==> config.mk <==
export PLATFORM = sky130hd
export DESIGN_NAME = ps2_key_ctrl
export DESIGN_NICKNAME = d
export VERILOG_FILES = /design/src/rtl/ps2_key_ctrl.sv
export SDC_FILE = /design/constraint.sdc
export NUM_CORES = 1
export LEC_CHECK = 0
export ABC_AREA = 1
export BUFFER_PORTS_ARGS = -buffer_cell sky130_fd_sc_hd__buf_2
export CAP_MARGIN = 30
export CORE_MARGIN = 4
export CORE_UTILIZATION = 40
export DETAILED_ROUTE_END_ITERATION = 7
export PLACE_DENSITY = 0.66
export SETUP_SLACK_MARGIN = 0.3
export SLEW_MARGIN = 10
export SYNTH_ARGS = -nofsm -noshare
export SYNTH_HDL_FRONTEND = slang
export SYNTH_SLANG_ARGS = --single-unit
==> constraint.sdc <==
create_clock -name clk -period 1.8 [get_ports clk]
set_clock_uncertainty 0.05 [all_clocks]
set_input_delay 0.09 -clock clk [delete_from_list [all_inputs] [get_ports clk]]
set_output_delay 0.09 -clock clk [all_outputs]
set_load 0.03 [all_outputs]
==> src/rtl/ps2_key_ctrl.sv <==
// ---------------------------------------------------------------------------
// ps2_key_ctrl
//
// Sequences the PS/2 scancode path. Bytes are popped from the PS/2 receiver
// FIFO through its ready / nextdata_n handshake. Make, break (F0) and extended
// (E0) prefixes are parsed. Accepted key presses are presented to the display
// logic.
//
// Handshake: when in IDLE with ready=1, the head byte is latched and
// nextdata_n is pulsed low for one cycle. The byte is parsed in the following
// PARSE cycle. The maximum rate is one byte every two cycles.
//
// Ports
//   clk          system clock
//   clrn         synchronous reset, active-low
//   ready        receiver FIFO non-empty
//   data[7:0]    receiver FIFO head byte
//   overflow     receiver FIFO overflow indication
//   nextdata_n   active-low pop strobe to the receiver (registered)
//   key_value    byte being parsed, presented to the scancode->ASCII ROM
//   ascii_value  combinational ROM result for key_value
//   cur_scan     scancode of the last accepted make
//   cur_ascii    ASCII of the last accepted make
//   key_down     accepted key currently held
//   key_valid    one-cycle pulse per accepted new press
//   press_cnt    count of accepted presses (wraps)
//   ovf_err      sticky overflow flag, cleared only by reset
//
// Optional feature: macro PS2_SHIFT_EN
//   When defined, scancodes 12 and 59 act as shift keys. They are tracked in
//   an internal held flag and are never reported as presses. A press made
//   while shift is held turns a lowercase ASCII result (61..7A) into uppercase.
//   When undefined, 12 and 59 are handled as ordinary keys.
// ---------------------------------------------------------------------------
module ps2_key_ctrl #(
  parameter int CNT_W = 8
) (
  input  logic             clk,
  input  logic             clrn,
  input  logic             ready,
  input  logic [7:0]       data,
  input  logic             overflow,
  output logic             nextdata_n,
  output logic [7:0]       key_value,
  input  logic [7:0]       ascii_value,
  output logic [7:0]       cur_scan,
  output logic [7:0]       cur_ascii,
  output logic             key_down,
  output logic             key_valid,
  output logic [CNT_W-1:0] press_cnt,
  output logic             ovf_err
);

  localparam logic [7:0] CODE_EXT = 8'hE0;
  localparam logic [7:0] CODE_BRK = 8'hF0;

  typedef enum logic {
    IDLE  = 1'b0,
    PARSE = 1'b1
  } state_e;

  state_e           state_q, state_d;
  logic [7:0]       byte_q, byte_d;
  logic             brk_q, brk_d;
  logic             nextdata_n_q, nextdata_n_d;
  logic [7:0]       cur_scan_q, cur_scan_d;
  logic [7:0]       cur_ascii_q, cur_ascii_d;
  logic             key_down_q, key_down_d;
  logic             key_valid_q, key_valid_d;
  logic [CNT_W-1:0] press_cnt_q, press_cnt_d;
  logic             ovf_q, ovf_d;

  logic             is_shift;
  logic [7:0]       ascii_eff;

`ifdef PS2_SHIFT_EN
  logic shift_q, shift_d;

  assign is_shift = (byte_q == 8'h12) || (byte_q == 8'h59);

  // Uppercase conversion applies only to lowercase letters.
  always_comb begin
    ascii_eff = ascii_value;
    if (shift_q && (ascii_value >= 8'h61) && (ascii_value <= 8'h7A)) begin
      ascii_eff = ascii_value - 8'h20;
    end
  end
`else
  assign is_shift  = 1'b0;
  assign ascii_eff = ascii_value;
`endif

  // Next-state and output logic.
  // NOTE: every signal written here gets a default first, so no path can
  // leave a value unassigned and infer a latch.
  always_comb begin
    state_d      = state_q;
    byte_d       = byte_q;
    brk_d        = brk_q;
    nextdata_n_d = 1'b1;
    cur_scan_d   = cur_scan_q;
    cur_ascii_d  = cur_ascii_q;
    key_down_d   = key_down_q;
    key_valid_d  = 1'b0;
    press_cnt_d  = press_cnt_q;
    ovf_d        = ovf_q | overflow;
`ifdef PS2_SHIFT_EN
    shift_d      = shift_q;
`endif

    unique case (state_q)
      IDLE: begin
        if (ready) begin
          byte_d       = data;
          nextdata_n_d = 1'b0;
          state_d      = PARSE;
        end
      end

      PARSE: begin
        state_d = IDLE;
        if (byte_q == CODE_EXT) begin
          // The extended prefix carries no information for this path.
        end else if (byte_q == CODE_BRK) begin
          brk_d = 1'b1;
        end else if (brk_q) begin
          brk_d = 1'b0;
          if (is_shift) begin
`ifdef PS2_SHIFT_EN
            shift_d = 1'b0;
`endif
          end else if (byte_q == cur_scan_q) begin
            // A release of a key other than the current one is ignored.
            key_down_d = 1'b0;
          end
        end else if (is_shift) begin
`ifdef PS2_SHIFT_EN
          shift_d = 1'b1;
`endif
        end else if (key_down_q && (byte_q == cur_scan_q)) begin
          // Typematic repeat of the held key: not a new press.
        end else begin
          cur_scan_d  = byte_q;
          cur_ascii_d = ascii_eff;
          key_down_d  = 1'b1;
          key_valid_d = 1'b1;
          press_cnt_d = press_cnt_q + CNT_W'(1);
        end
      end

      default: state_d = IDLE;
    endcase
  end

  // NOTE: state is updated with non-blocking assignments only, so every
  // register samples the values from before the edge regardless of order.
  always_ff @(posedge clk) begin
    if (!clrn) begin
      state_q      <= IDLE;
      byte_q       <= 8'h00;
      brk_q        <= 1'b0;
      nextdata_n_q <= 1'b1;
      cur_scan_q   <= 8'h00;
      cur_ascii_q  <= 8'h00;
      key_down_q   <= 1'b0;
      key_valid_q  <= 1'b0;
      press_cnt_q  <= '0;
      ovf_q        <= 1'b0;
`ifdef PS2_SHIFT_EN
      shift_q      <= 1'b0;
`endif
    end else begin
      state_q      <= state_d;
      byte_q       <= byte_d;
      brk_q        <= brk_d;
      nextdata_n_q <= nextdata_n_d;
      cur_scan_q   <= cur_scan_d;
      cur_ascii_q  <= cur_ascii_d;
      key_down_q   <= key_down_d;
      key_valid_q  <= key_valid_d;
      press_cnt_q  <= press_cnt_d;
      ovf_q        <= ovf_d;
`ifdef PS2_SHIFT_EN
      shift_q      <= shift_d;
`endif
    end
  end

  assign nextdata_n = nextdata_n_q;
  assign key_value  = byte_q;
  assign cur_scan   = cur_scan_q;
  assign cur_ascii  = cur_ascii_q;
  assign key_down   = key_down_q;
  assign key_valid  = key_valid_q;
  assign press_cnt  = press_cnt_q;
  assign ovf_err    = ovf_q;

endmodule

==> impl_results.md <==
- Hold slack final: 26.3 ps
- Synth Area in XOR/XNOR: 5.65%
- Finished Core Util: a little over half
- Synth warn: 0
- First-pass GRT wire length: 6500 µm
- Top-level I/O count: 56
- Initial antenna violation count: 0
- Buffers on Ports: between 50 and 60
- Worst Hold Class: in -> reg
- DRT iter0 DRCs: 50
- Largest net degree at the start of global routing: 28
- Endpoints failing hold: 0
- Sum of negative setup slack: 0 ps
- Crit path required time: a little under 2000 ps
- First drt pass iteration count: 4
- Layout cells sized above 1: about 37%
- Most frequent cells in the layout: buf_2, nand2_1, nor2_1
- Maximum vdd drop: roughly 550 µV
- Most common library cell in the layout ignoring fill and taps: buf_2
- Number of antenna-violating nets in the routed design: 0
- Synthesized Nets: 248
- Die W: 73.3 µm
- Register bit total from synthesis: 38
- Cell Count, Final, Fillers Out: 340
- Area of the core: 0.00406 mm²
- Mux cell area share after synthesis: 0%
- Total track usage: 15.6%
- Max-slew violation count: 0
- Via density per instance: about 4.7
- Fin crit period: between 1000 and 1500 ps
- Clock Latency Late Sink: 290 ps
- Setup violations, final: 0
- Post-Syn Area: 0.00171 mm²
- Count of cell types in the netlist: 26
- Synth Area in Compound Gates: under 10%
- Synthesis-to-finish area growth: 29.8%
- Dpl cells: 326
- DRC viols: 0
- Drt wl/cell: 11.8 µm
- CTS max path bufs: 2
- Fin area: 0.00221 mm²
- Worst Max-Slew Pin Slew: 493 ps
- Clock transition at path regs: roughly 70 ps
- CP Capture Type: flip-flop
- Main combinational cell family by area after synthesis: simple AND/OR/NAND/NOR gates
- # Max-Cap Violations: 0
- Final #Nets: 310
- Die area: roughly 0.0054 mm²
- Sequential share of the synthesized area: 44.6%
- Initial Utilization: between 40% and 50%
- Worst-path fanout max: 19
- GPL Wtd Cong: 0.807
- CP Data Arrival Time: around 1600 ps
- Cts bufs inserted: 5
- Critical path class: reg -> reg
- Rows: 23
- Number of global-route vias before repair: roughly 1.5k
- P_leak: 1.04 nW
- Post-Synthesis Cells: 227
- Fmax: 707 MHz
- Diode count: 0
- Fraction of the mapped netlist area in simple logic gates: between 30% and 40%
- H-tree levels: 2
- Post-DP HPWL: 2860 µm
- Crit share post-route: approximately four fifths
- DP Area: 0.00204 mm²
- Clock sink total: 38
- Ys async rst share: 0%
- CTS tree: yes
- EDFF count, synth: 0
- Final WL: 4010 µm
- Routed vias: 1,600
- Synth Area in Adders: 0.734%
- RSZ-0062 raised after global routing: yes
- Root buffer cell: clkbuf_8
- Die H: 73.3 µm
- Mean post-synth cell area: 7.51 µm²
- CP Launch Type: flip-flop
- Synth Flop Type: dfxtp_1
- Grt total ovfl: 0
- Status: completed
- Cell Pwr Density: 877 mW/mm²
- Slew HR: 67.1%
## layout make-up
| class | count | area (µm²) |
|---|---|---|
| fill | 402 | 1840 |
| multi-input combinational | 162 | 843 |
| sequential | 38 | 782 |
| timing repair buffer | 64 | 362 |
| clock buffer | 7 | 86.3 |
| inverter | 18 | 72.6 |
| tap | 50 | 62.6 |
| clock inverter | 1 | 5.00 |
## cells by family (layout without fill, tap and decap cells)
group           count (synthesis)  after routing
compound gates                 25             25
simple gates                  125            125
xor+xnor                       11             11
fa+ha+maj                       1              1
flops                          38             38
buf+inv                        27             90
## power by group
group          total, mW  switching, mW  internal [mW]
combinational      0.401          0.259          0.142
sequential         0.944         0.0453          0.898
clock              0.595          0.287          0.309
total               1.94          0.591           1.35
## final timing paths
check                            startpoint           end  slack (ps)  depth (start not counted)
worst min register to register      ovf_err       ovf_err         420                          2
worst max register to register  cur_scan[2]   cur_scan[0]         390                          8
worst min-delay path                data[2]  key_value[2]          30                          3
worst max-delay path            cur_scan[2]   cur_scan[0]         390                          8
## flip-flops by register name, indices dropped and copies added (netlist names)
register	cells
ovf_err	1
nextdata_n	1
cur_scan	8
press_cnt	8
key_value	8
cur_ascii	8
key_valid	1
state_q	1
brk_q	1
key_down	1
## repair_timing
item                       in CTS  in global routing
resized for setup               0                  5
pin swaps                       2                  3
hold buffers                    1                  0
hold endpoints to repair        1                  0
buffers inserted                4                  1
setup endpoints to repair      18                 19
## cell usage after synthesis (2+ instances only)
master,number,area share [%]
nand3_1,18,5.3
clkbuf_1,3,0.66
dfxtp_1,38,45
buf_2,4,1.2
nor2_4,2,1.3
nor2_2,5,1.8
xnor2_1,6,3.1
xor2_1,5,2.6
o21ai_0,8,2.3
inv_2,5,1.1
a21oi_1,16,4.7
nor2_1,41,9.0
nand2_1,44,9.7
nand3b_1,9,4.0
inv_1,11,2.4
nor3_1,2,0.59
## stage by stage
step	setup slack (ps)	total power, mW
6_report	385	1.94
3_3_place_gp	272	1.34
4_1_cts	319	1.95
2_1_floorplan	301	1.24
5_1_grt	286	2.04
3_5_place_dp	273	1.34
## layer usage
layer | up-vias | part of all wire, % | global-route usage (%)
li1 | 841 | - | -
met1 | 709 | 48 | 21.0
met2 | 48 | 44 | 24.1
met3 | 2 | 7.8 | 4.79
met4 | 0 | 0.37 | 4.23
met5 | - | 0 | 0
## worst max-delay path, stage by stage (launching register included)
cell	delay, ps
dfxtp_2	340
xnor2_1	140
nand2_1	120
nor2_4	160
nand3_4	120
nand2_4	130
inv_6	90
nor2_1	110
nor2_1	50
Note: power is estimated with default switching activity, not from simulation.
